--- config.mk ---
export PLATFORM = sky130hd
export DESIGN_NAME = program_loader_flat
export DESIGN_NICKNAME = d
export VERILOG_FILES = /design/src/rtl/program_loader_pkg.sv /design/src/rtl/program_loader_if.sv /design/src/rtl/program_loader_byte_packer.sv /design/src/rtl/program_loader.sv /design/src/flat_wrapper.sv
export SDC_FILE = /design/constraint.sdc
export NUM_CORES = 1
export LEC_CHECK = 0
export CELL_PAD_IN_SITES_DETAIL_PLACEMENT = 2
export CELL_PAD_IN_SITES_GLOBAL_PLACEMENT = 2
export CORE_MARGIN = 3
export CORE_UTILIZATION = 33
export CTS_BUF_LIST = sky130_fd_sc_hd__clkbuf_4 sky130_fd_sc_hd__clkbuf_8
export DETAILED_ROUTE_END_ITERATION = 8
export PLACE_DENSITY = 0.82
export RECOVER_POWER = 25
export SYNTH_ARGS = -nofsm -noshare
export SYNTH_HDL_FRONTEND = slang
export SYNTH_SLANG_ARGS = --single-unit
export TNS_END_PERCENT = 20
--- constraint.sdc ---
create_clock -name clk -period 2.2 [get_ports clk]
set_input_delay 0.22 -clock clk [delete_from_list [all_inputs] [get_ports clk]]
set_output_delay 0.22 -clock clk [all_outputs]
set_load 0.01 [all_outputs]
--- src/rtl/program_loader_pkg.sv ---
// rtl/program_loader_pkg.sv - shared widths, state encodings and hold period for the program loader
package program_loader_pkg;

  // Default program word width and program memory address width
  localparam int DEFAULT_INSTRUCTION_WIDTH = 16;
  localparam int DEFAULT_ADDRESS_WIDTH     = 8;

  // Cycles the machine stays held after the last write before release
  localparam int DEFAULT_HOLD_CYCLES       = 4;

  // FSM state encodings; kept as plain 3-bit constants so older tooling can match them
  typedef logic [2:0] state_t;

  localparam state_t ST_IDLE    = 3'd0;
  localparam state_t ST_LOAD    = 3'd1;
  localparam state_t ST_WRITE   = 3'd2;
  localparam state_t ST_VERIFY  = 3'd3;
  localparam state_t ST_RELEASE = 3'd4;
  localparam state_t ST_DONE    = 3'd5;

  // Bytes that make up one program word
  function automatic int bytes_per_word(input int width);
    return width / 8;
  endfunction

endpackage

--- src/rtl/program_loader_if.sv ---
// rtl/program_loader_if.sv - byte stream and program memory bus (memRdData present with PROGRAM_LOADER_VERIFY_EN)
interface program_loader_if #(
  parameter int instructionWidth = program_loader_pkg::DEFAULT_INSTRUCTION_WIDTH,
  parameter int addressWidth     = program_loader_pkg::DEFAULT_ADDRESS_WIDTH
);

  // Host byte stream
  logic [7:0]                  inData;
  logic                        inValid;
  logic                        inReady;

  // Program memory write port
  logic                        memWe;
  logic [addressWidth-1:0]     memAddr;
  logic [instructionWidth-1:0] memData;

`ifdef PROGRAM_LOADER_VERIFY_EN
  // Program memory read data, one cycle after memAddr
  logic [instructionWidth-1:0] memRdData;

  modport master (
    output inData, inValid, memRdData,
    input  inReady, memWe, memAddr, memData
  );

  modport slave (
    input  inData, inValid, memRdData,
    output inReady, memWe, memAddr, memData
  );
`else
  modport master (
    output inData, inValid,
    input  inReady, memWe, memAddr, memData
  );

  modport slave (
    input  inData, inValid,
    output inReady, memWe, memAddr, memData
  );
`endif

endinterface

--- src/rtl/program_loader_byte_packer.sv ---
// rtl/program_loader_byte_packer.sv - packs MSB-first bytes into program words and flags the last byte of each word
module program_loader_byte_packer #(
  parameter int instructionWidth = program_loader_pkg::DEFAULT_INSTRUCTION_WIDTH
) (
  input  logic                        clk,
  input  logic                        clear,
  input  logic                        restart,
  input  logic                        byteValid,
  input  logic [7:0]                  byteData,
  output logic [instructionWidth-1:0] word,
  output logic                        wordDone
);

  import program_loader_pkg::*;

  localparam int BPW = bytes_per_word(instructionWidth);
  localparam int CW  = (BPW > 1) ? $clog2(BPW) : 1;

  logic [CW-1:0] byteCnt;

  // The accepted byte completes a word when it is the BPW-th of the group
  assign wordDone = byteValid && (byteCnt == CW'(BPW - 1));

  // Byte position within the current word; wraps on the last byte so the next word starts clean
  always_ff @(posedge clk or negedge clear) begin
    if (!clear) begin
      byteCnt <= '0;
    end else if (restart) begin
      byteCnt <= '0;
    end else if (byteValid) begin
      byteCnt <= wordDone ? '0 : byteCnt + CW'(1);
    end
  end

  generate
    if (BPW == 1) begin : g_single
      // A one-byte word is just the byte
      always_ff @(posedge clk or negedge clear) begin
        if (!clear) begin
          word <= '0;
        end else if (byteValid) begin
          word <= byteData;
        end
      end
    end else begin : g_shift
      // Shift in from the LSB side so the first byte of a word ends up as its MSB
      always_ff @(posedge clk or negedge clear) begin
        if (!clear) begin
          word <= '0;
        end else if (byteValid) begin
          word <= {word[instructionWidth-9:0], byteData};
        end
      end
    end
  endgenerate

endmodule

--- src/rtl/program_loader.sv ---
// rtl/program_loader.sv - loads a byte stream into program memory while holding the machine; readback check with PROGRAM_LOADER_VERIFY_EN
module program_loader
  import program_loader_pkg::*;
#(
  parameter int instructionWidth = DEFAULT_INSTRUCTION_WIDTH,
  parameter int addressWidth     = DEFAULT_ADDRESS_WIDTH,
  parameter int HOLD_CYCLES      = DEFAULT_HOLD_CYCLES
) (
  input  logic                  clk,
  input  logic                  clear,
  input  logic                  start,
  input  logic [addressWidth:0] wordCount,
  program_loader_if.slave       bus,
  output logic                  cpuHold,
  output logic                  busy,
  output logic                  done,
  output logic                  lenErr
`ifdef PROGRAM_LOADER_VERIFY_EN
  ,
  output logic                  verifyErr
`endif
);

  localparam int HCW = (HOLD_CYCLES > 1) ? $clog2(HOLD_CYCLES) : 1;

  state_t                      state;
  logic [addressWidth:0]       wordIdx;
  logic [addressWidth:0]       wordIdxNext;
  logic [addressWidth:0]       wordTotal;
  logic [HCW-1:0]              holdCnt;
  logic                        startOk;
  logic                        tooLong;
  logic                        accept;
  logic                        wordReady;
  logic [instructionWidth-1:0] word;

  // A start only counts while the loader is idle or finished
  assign startOk     = start && ((state == ST_IDLE) || (state == ST_DONE));
  // More than 2^addressWidth words cannot fit: top bit set with any lower bit set
  assign tooLong     = wordCount[addressWidth] && (|wordCount[addressWidth-1:0]);
  assign accept      = bus.inValid && (state == ST_LOAD);
  assign wordIdxNext = wordIdx + (addressWidth + 1)'(1);

  program_loader_byte_packer #(
    .instructionWidth(instructionWidth)
  ) u_packer (
    .clk       (clk),
    .clear     (clear),
    .restart   (startOk),
    .byteValid (accept),
    .byteData  (bus.inData),
    .word      (word),
    .wordDone  (wordReady)
  );

`ifdef PROGRAM_LOADER_VERIFY_EN
  logic [instructionWidth-1:0] csumWr;
  logic [instructionWidth-1:0] csumRd;
  logic                        verifyLast;
  logic                        verifyOk;

  // Last verify cycle: the read for the final word lands now, one cycle after its address
  assign verifyLast = (state == ST_VERIFY) && (wordIdx == wordTotal);
  assign verifyOk   = ((csumRd ^ bus.memRdData) == csumWr);

  // Running XOR of written words and of read-back words
  always_ff @(posedge clk or negedge clear) begin
    if (!clear) begin
      csumWr <= '0;
      csumRd <= '0;
    end else if (startOk) begin
      csumWr <= '0;
      csumRd <= '0;
    end else begin
      if (state == ST_WRITE) begin
        csumWr <= csumWr ^ word;
      end
      if ((state == ST_VERIFY) && (wordIdx != '0)) begin
        csumRd <= csumRd ^ bus.memRdData;
      end
    end
  end

  // Sticky readback mismatch flag, cleared by the next accepted start
  always_ff @(posedge clk or negedge clear) begin
    if (!clear) begin
      verifyErr <= 1'b0;
    end else if (startOk) begin
      verifyErr <= 1'b0;
    end else if (verifyLast && !verifyOk) begin
      verifyErr <= 1'b1;
    end
  end
`endif

  // Load sequencing: word index, latched length, hold counter and length error
  always_ff @(posedge clk or negedge clear) begin
    if (!clear) begin
      state     <= ST_IDLE;
      wordIdx   <= '0;
      wordTotal <= '0;
      holdCnt   <= '0;
      lenErr    <= 1'b0;
    end else begin
      case (state)
        ST_IDLE, ST_DONE: begin
          if (start) begin
            wordTotal <= wordCount;
            wordIdx   <= '0;
            holdCnt   <= '0;
            if (tooLong) begin
              lenErr <= 1'b1;
              state  <= ST_IDLE;
            end else begin
              lenErr <= 1'b0;
              state  <= (wordCount == '0) ? ST_RELEASE : ST_LOAD;
            end
          end
        end
        ST_LOAD: begin
          if (wordReady) begin
            state <= ST_WRITE;
          end
        end
        ST_WRITE: begin
          if (wordIdxNext == wordTotal) begin
`ifdef PROGRAM_LOADER_VERIFY_EN
            wordIdx <= '0;
            state   <= ST_VERIFY;
`else
            wordIdx <= wordIdxNext;
            state   <= ST_RELEASE;
`endif
          end else begin
            wordIdx <= wordIdxNext;
            state   <= ST_LOAD;
          end
        end
`ifdef PROGRAM_LOADER_VERIFY_EN
        ST_VERIFY: begin
          wordIdx <= wordIdxNext;
          if (verifyLast) begin
            state <= verifyOk ? ST_RELEASE : ST_IDLE;
          end
        end
`endif
        ST_RELEASE: begin
          if (holdCnt == HCW'(HOLD_CYCLES - 1)) begin
            state <= ST_DONE;
          end else begin
            holdCnt <= holdCnt + HCW'(1);
          end
        end
        default: begin
          state <= ST_IDLE;
        end
      endcase
    end
  end

  assign bus.inReady = (state == ST_LOAD);
  assign bus.memWe   = (state == ST_WRITE);
  assign bus.memAddr = wordIdx[addressWidth-1:0];
  assign bus.memData = word;

  // The machine runs only once a load has fully completed
  assign cpuHold = (state != ST_DONE);
  assign busy    = (state != ST_IDLE) && (state != ST_DONE);
  assign done    = (state == ST_DONE);

endmodule
--- src/flat_wrapper.sv ---
// flat-port wrapper written by rule: the top's interface ports become plain ports
module program_loader_flat import program_loader_pkg::*;
#(
  parameter int instructionWidth = DEFAULT_INSTRUCTION_WIDTH,
  parameter int addressWidth     = DEFAULT_ADDRESS_WIDTH,
  parameter int HOLD_CYCLES      = DEFAULT_HOLD_CYCLES
)
  (clk, clear, start, wordCount, cpuHold, busy, done, lenErr, bus_inData, bus_inValid, bus_inReady, bus_memWe, bus_memAddr, bus_memData);
  program_loader_if #(.instructionWidth(instructionWidth), .addressWidth(addressWidth)) bus_i ();
  input  logic clk;
  input  logic clear;
  input  logic start;
  input  logic [addressWidth:0] wordCount;
  output logic cpuHold;
  output logic busy;
  output logic done;
  output logic lenErr;
  input wire logic [$bits(bus_i.inData)-1:0] bus_inData;
  input wire logic [$bits(bus_i.inValid)-1:0] bus_inValid;
  output wire logic [$bits(bus_i.inReady)-1:0] bus_inReady;
  output wire logic [$bits(bus_i.memWe)-1:0] bus_memWe;
  output wire logic [$bits(bus_i.memAddr)-1:0] bus_memAddr;
  output wire logic [$bits(bus_i.memData)-1:0] bus_memData;
  assign bus_i.inData = bus_inData;
  assign bus_i.inValid = bus_inValid;
  assign bus_inReady = bus_i.inReady;
  assign bus_memWe = bus_i.memWe;
  assign bus_memAddr = bus_i.memAddr;
  assign bus_memData = bus_i.memData;
  program_loader #(.instructionWidth(instructionWidth), .addressWidth(addressWidth), .HOLD_CYCLES(HOLD_CYCLES)) u_core (.clk(clk), .clear(clear), .start(start), .wordCount(wordCount), .bus(bus_i), .cpuHold(cpuHold), .busy(busy), .done(done), .lenErr(lenErr));
endmodule
==> impl_metrics.py <==
metrics = {
    "status": {
        "outcome": "complete, but fails checks",
        "failed_checks": "capacitance limit, slew limit",
    },
    "power_and_ir_drop": {
        "power.sequential.fraction_pct": 40.5,
        "switchingPower_mw": 1.125,
        "netSwitchingFraction_pct": 35.30,
        "combPwrFrac_pct": 43.8,
        "power_frac_clock_pct": 15.7,
        "vdd_ir_drop_max_uv": 564.2,
        "cell_leakage_power_nw": 1.221,
        "p_int_mw": 2.061,
        "power.density_cell_area_nw_per_um2": 1106,
    },
    "grt": {
        "largest_net_degree_at_the_start_of_global_routing": 29,
        "first_global_vias": 1974,
        "grt_antenna_before_repair": 0,
        "overflow": 0,
        "track_usage_pct": 16.36,
        "grt_pass1_wl_mm": 9.887,
    },
    "sta": {
        "report.final.slew_viol_count": 29,
        "clock_skew_ns": 0.004237,
        "worst_pin_slew_ns": 1.606,
        "post-route-min-period_ns": 2.073,
        "sum_neg_setup_slack_ns": 0,
        "max_freq_ghz": 0.4825,
        "finalHoldViolations": 0,
        "finalSetupViolCount": 0,
        "rsz0062_at_grt": "false",
        "post-route-period-util_pct": 94.22,
        "fin_ws_ns": 0.1273,
        "timing.max_slew.rel_slack_pct": -7.074,
    },
    "clock_tree": {
        "max-clock-path-buffers": 2,
        "root_buffer": "sky130_fd_sc_hd__clkbuf_8",
        "clk_pin_slew_worst_paths_ns": 0.08,
        "tritoncts.num_buffers": 5,
        "cts.sinks": 41,
        "maximum_level_of_the_cts_h_tree": 2,
        "clock_latency_ns": 0.30,
        "cts_tree": "yes",
        "postCtsSetupRepairBufs": 0,
    },
    "critical_path": {
        "cell_by_cell_trace_of_the_critical_path": "nor2b_2, or3_1, clkdlybuf4s50_1",
        "path_max_fanout": 13,
        "endpoint_kind": "output port",
        "worst_setup_path_category": "reg -> out",
        "path_delay_family": "simple AND/OR/NAND/NOR gates",
        "setup.worst_path.start_class": "flop",
        "critPathArrivalTime_ns": 1.85,
        "cp_num_buf_inv": 1,
        "slowest_stage": "sky130_fd_sc_hd__dfrtp_2",
        "crit_path_required_time_ns": 1.98,
        "slowest_delay_ns": 0.49,
    },
    "placed_design": {
        "place_ws_ns": 0.02536,
        "portBuffers": 50,
        "post-dp-hpwl_mm": 4.503,
        "globalplace.congestion": 0.7659,
    },
    "synth": {
        "synth.avg_cell_area_um2": 10.96,
        "yosys_most_used_dff": "sky130_fd_sc_hd__dfrtp_1",
        "netlist_top_cells_area": "sky130_fd_sc_hd__dfrtp_1 45%, sky130_fd_sc_hd__mux2_1 13%, sky130_fd_sc_hd__buf_4 3.0%",
        "synth_enable_flop_cells": 0,
        "synth_largest_type_area_fraction_pct": 45.43,
        "synth.distinct_cells": 50,
        "post-synth-top-count-cell": "sky130_fd_sc_hd__dfrtp_1",
        "yosysWarnings": 0,
        "syn-cell-area_um2": 2258,
        "sequential_element_share_of_the_synthesized_area_pct": 45.43,
        "synthesis.nets": 231,
        "synth_common_cells": "41 x sky130_fd_sc_hd__dfrtp_1, 26 x sky130_fd_sc_hd__mux2_1, 14 x sky130_fd_sc_hd__nand2_1",
        "synth_area_leader_cell": "sky130_fd_sc_hd__dfrtp_1",
        "asyncSetResetFlopFracSynth_pct": 100.0,
        "synth_seq_cells": 41,
        "post_synth_inst_count": 206,
    },
    "die": {
        "pin_count": 51,
        "design.die.area_um2": 7872,
        "rows": 29,
        "die_height_um": 88.73,
        "fp.dieW_um": 88.73,
        "coreArea_um2": 6495,
        "initial_utilization_pct": 34.77,
    },
    "detailed_routing": {
        "routed_via_density": 5.310,
        "antenna_left": 0,
        "drt-initial-drc-count": 80,
        "total_length_of_routed_wires_mm": 5.818,
        "routed-via-count": 1763,
        "routed_wire_length_per_instance_um": 17.52,
        "post-route-drc-count": 0,
        "drtPass1Iterations": 4,
    },
    "worst_hold_path": {
        "min_path_type": "reg -> reg",
    },
    "final_layout": {
        "layout.nets": 279,
        "antenna_cells_inserted": 0,
        "final_layout_size_suffix_gt1_share_pct": 10.98,
        "finalCoreUtilization_pct": 44.37,
        "area_delta_synth_final_pct": 27.59,
    },
    "run": {
        "drv.max_cap_violation_count": 1,
    },
}
sequential cells by signal (all words and copies together) (netlist names):
register / count
u_core.lenErr: 1
u_core.state: 3
u_core.wordIdx: 9
u_core.holdCnt: 2
u_core.wordTotal: 9
u_core.u_packer.word: 16
u_core.u_packer.byteCnt: 1
per-stage QoR:
step                instances  power (mW)  area [µm²]  hold WS (ns)
finish                    332       3.186        2882        0.4956
detailed placement        323       2.728        2785        0.2960
global route              332       3.441        2882        0.5195
CTS                       332       3.249        2884        0.5028
floorplan                 206       2.039        2258      -0.07559
global placement          323       2.655        2785        0.2939
path summary, 6_finish.rpt:
kind,from,endpoint,slack (ns),cells after the start
min in group asynchronous,clear,u_core.wordIdx[4],0.85,2
worst min-delay path,u_core.u_packer.word[15],u_core.u_packer.word[15],0.50,1
max in group asynchronous,clear,u_core.state[2],0.37,3
worst min register to register,u_core.u_packer.word[15],u_core.u_packer.word[15],0.50,1
worst max-delay path,u_core.state[2],busy,0.13,3
worst max register to register,u_core.wordIdx[0],u_core.state[2],0.26,6
power groups by stage:
stage                     registers [mW]  logic [mW]  clock network, mW
after floorplan                     1.29       0.745                  0
after global placement              1.29        1.37                  0
after detailed placement            1.31        1.42                  0
after CTS                           1.30        1.43              0.519
after global routing                1.35        1.54              0.548
final                               1.29        1.40              0.500
final cells by class:
cell class | count | area, µm²
fillers | 699 | 3613
multi-input cells | 139 | 1060
flip-flops and latches | 41 | 1027
repair buffers | 61 | 589.3
well taps | 77 | 96.34
clock buffers | 5 | 68.82
inverters | 6 | 22.52
clock inverters | 3 | 17.52
routing by layer:
layer	track usage [%]	share of wire [%]	vias up
met5	0	0	-
met4	4.533	1.2	0
met3	5.493	6.3	6
met2	27.06	48	45
met1	20.34	44	890
li1	-	-	822
logic make-up after synthesis:
kind of cell | after synthesis | share of synthesized area [%]
simple gates | 54 | 14.35
xor+xnor | 10 | 4.488
buf+inv | 26 | 7.755
fa+ha+maj | 4 | 2.216
mux | 26 | 12.96
flops | 41 | 45.43
compound gates | 45 | 12.80
cell usage in the layout (no fill, tap or decap), types with 2 or more instances in the layout:
| master | n |
|---|---|
| sky130_fd_sc_hd__nand3_1 | 2 |
| sky130_fd_sc_hd__and3_1 | 2 |
| sky130_fd_sc_hd__nand2b_1 | 2 |
| sky130_fd_sc_hd__clkinv_2 | 2 |
| sky130_fd_sc_hd__dfrtp_1 | 40 |
| sky130_fd_sc_hd__nand3b_1 | 2 |
| sky130_fd_sc_hd__clkbuf_8 | 5 |
| sky130_fd_sc_hd__buf_4 | 8 |
| sky130_fd_sc_hd__ha_1 | 4 |
| sky130_fd_sc_hd__nand4_1 | 3 |
| sky130_fd_sc_hd__and2_1 | 2 |
| sky130_fd_sc_hd__or3_1 | 2 |
| sky130_fd_sc_hd__and4_1 | 2 |
| sky130_fd_sc_hd__xnor2_1 | 6 |
| sky130_fd_sc_hd__inv_1 | 5 |
| sky130_fd_sc_hd__o41ai_1 | 2 |
| sky130_fd_sc_hd__nor2_1 | 10 |
| sky130_fd_sc_hd__o21ai_1 | 6 |
| sky130_fd_sc_hd__clkdlybuf4s50_1 | 49 |
| sky130_fd_sc_hd__mux2_1 | 26 |
| sky130_fd_sc_hd__o21ai_0 | 8 |
| sky130_fd_sc_hd__a21oi_1 | 9 |
| sky130_fd_sc_hd__a31oi_1 | 5 |
| sky130_fd_sc_hd__nor4_1 | 2 |
| sky130_fd_sc_hd__o31ai_1 | 2 |
| sky130_fd_sc_hd__nor2b_1 | 2 |
| sky130_fd_sc_hd__nand2_1 | 14 |
| sky130_fd_sc_hd__xor2_1 | 3 |
| sky130_fd_sc_hd__o211ai_1 | 2 |
worst register-to-register path, delay by kind of cell, from the launching register on:
family	cells	cell delay (ns)
compound gates	3	0.58
simple gates	2	0.55
flops	1	0.39
fa+ha+maj	1	0.34
what timing repair did:
item | CTS | global route
hold buffers | 1 | 0
resized for setup | 1 | 1
endpoints found under the hold margin | 26 | 0
setup endpoints to repair | 1 | 1
(Power assumes the default switching activity.)
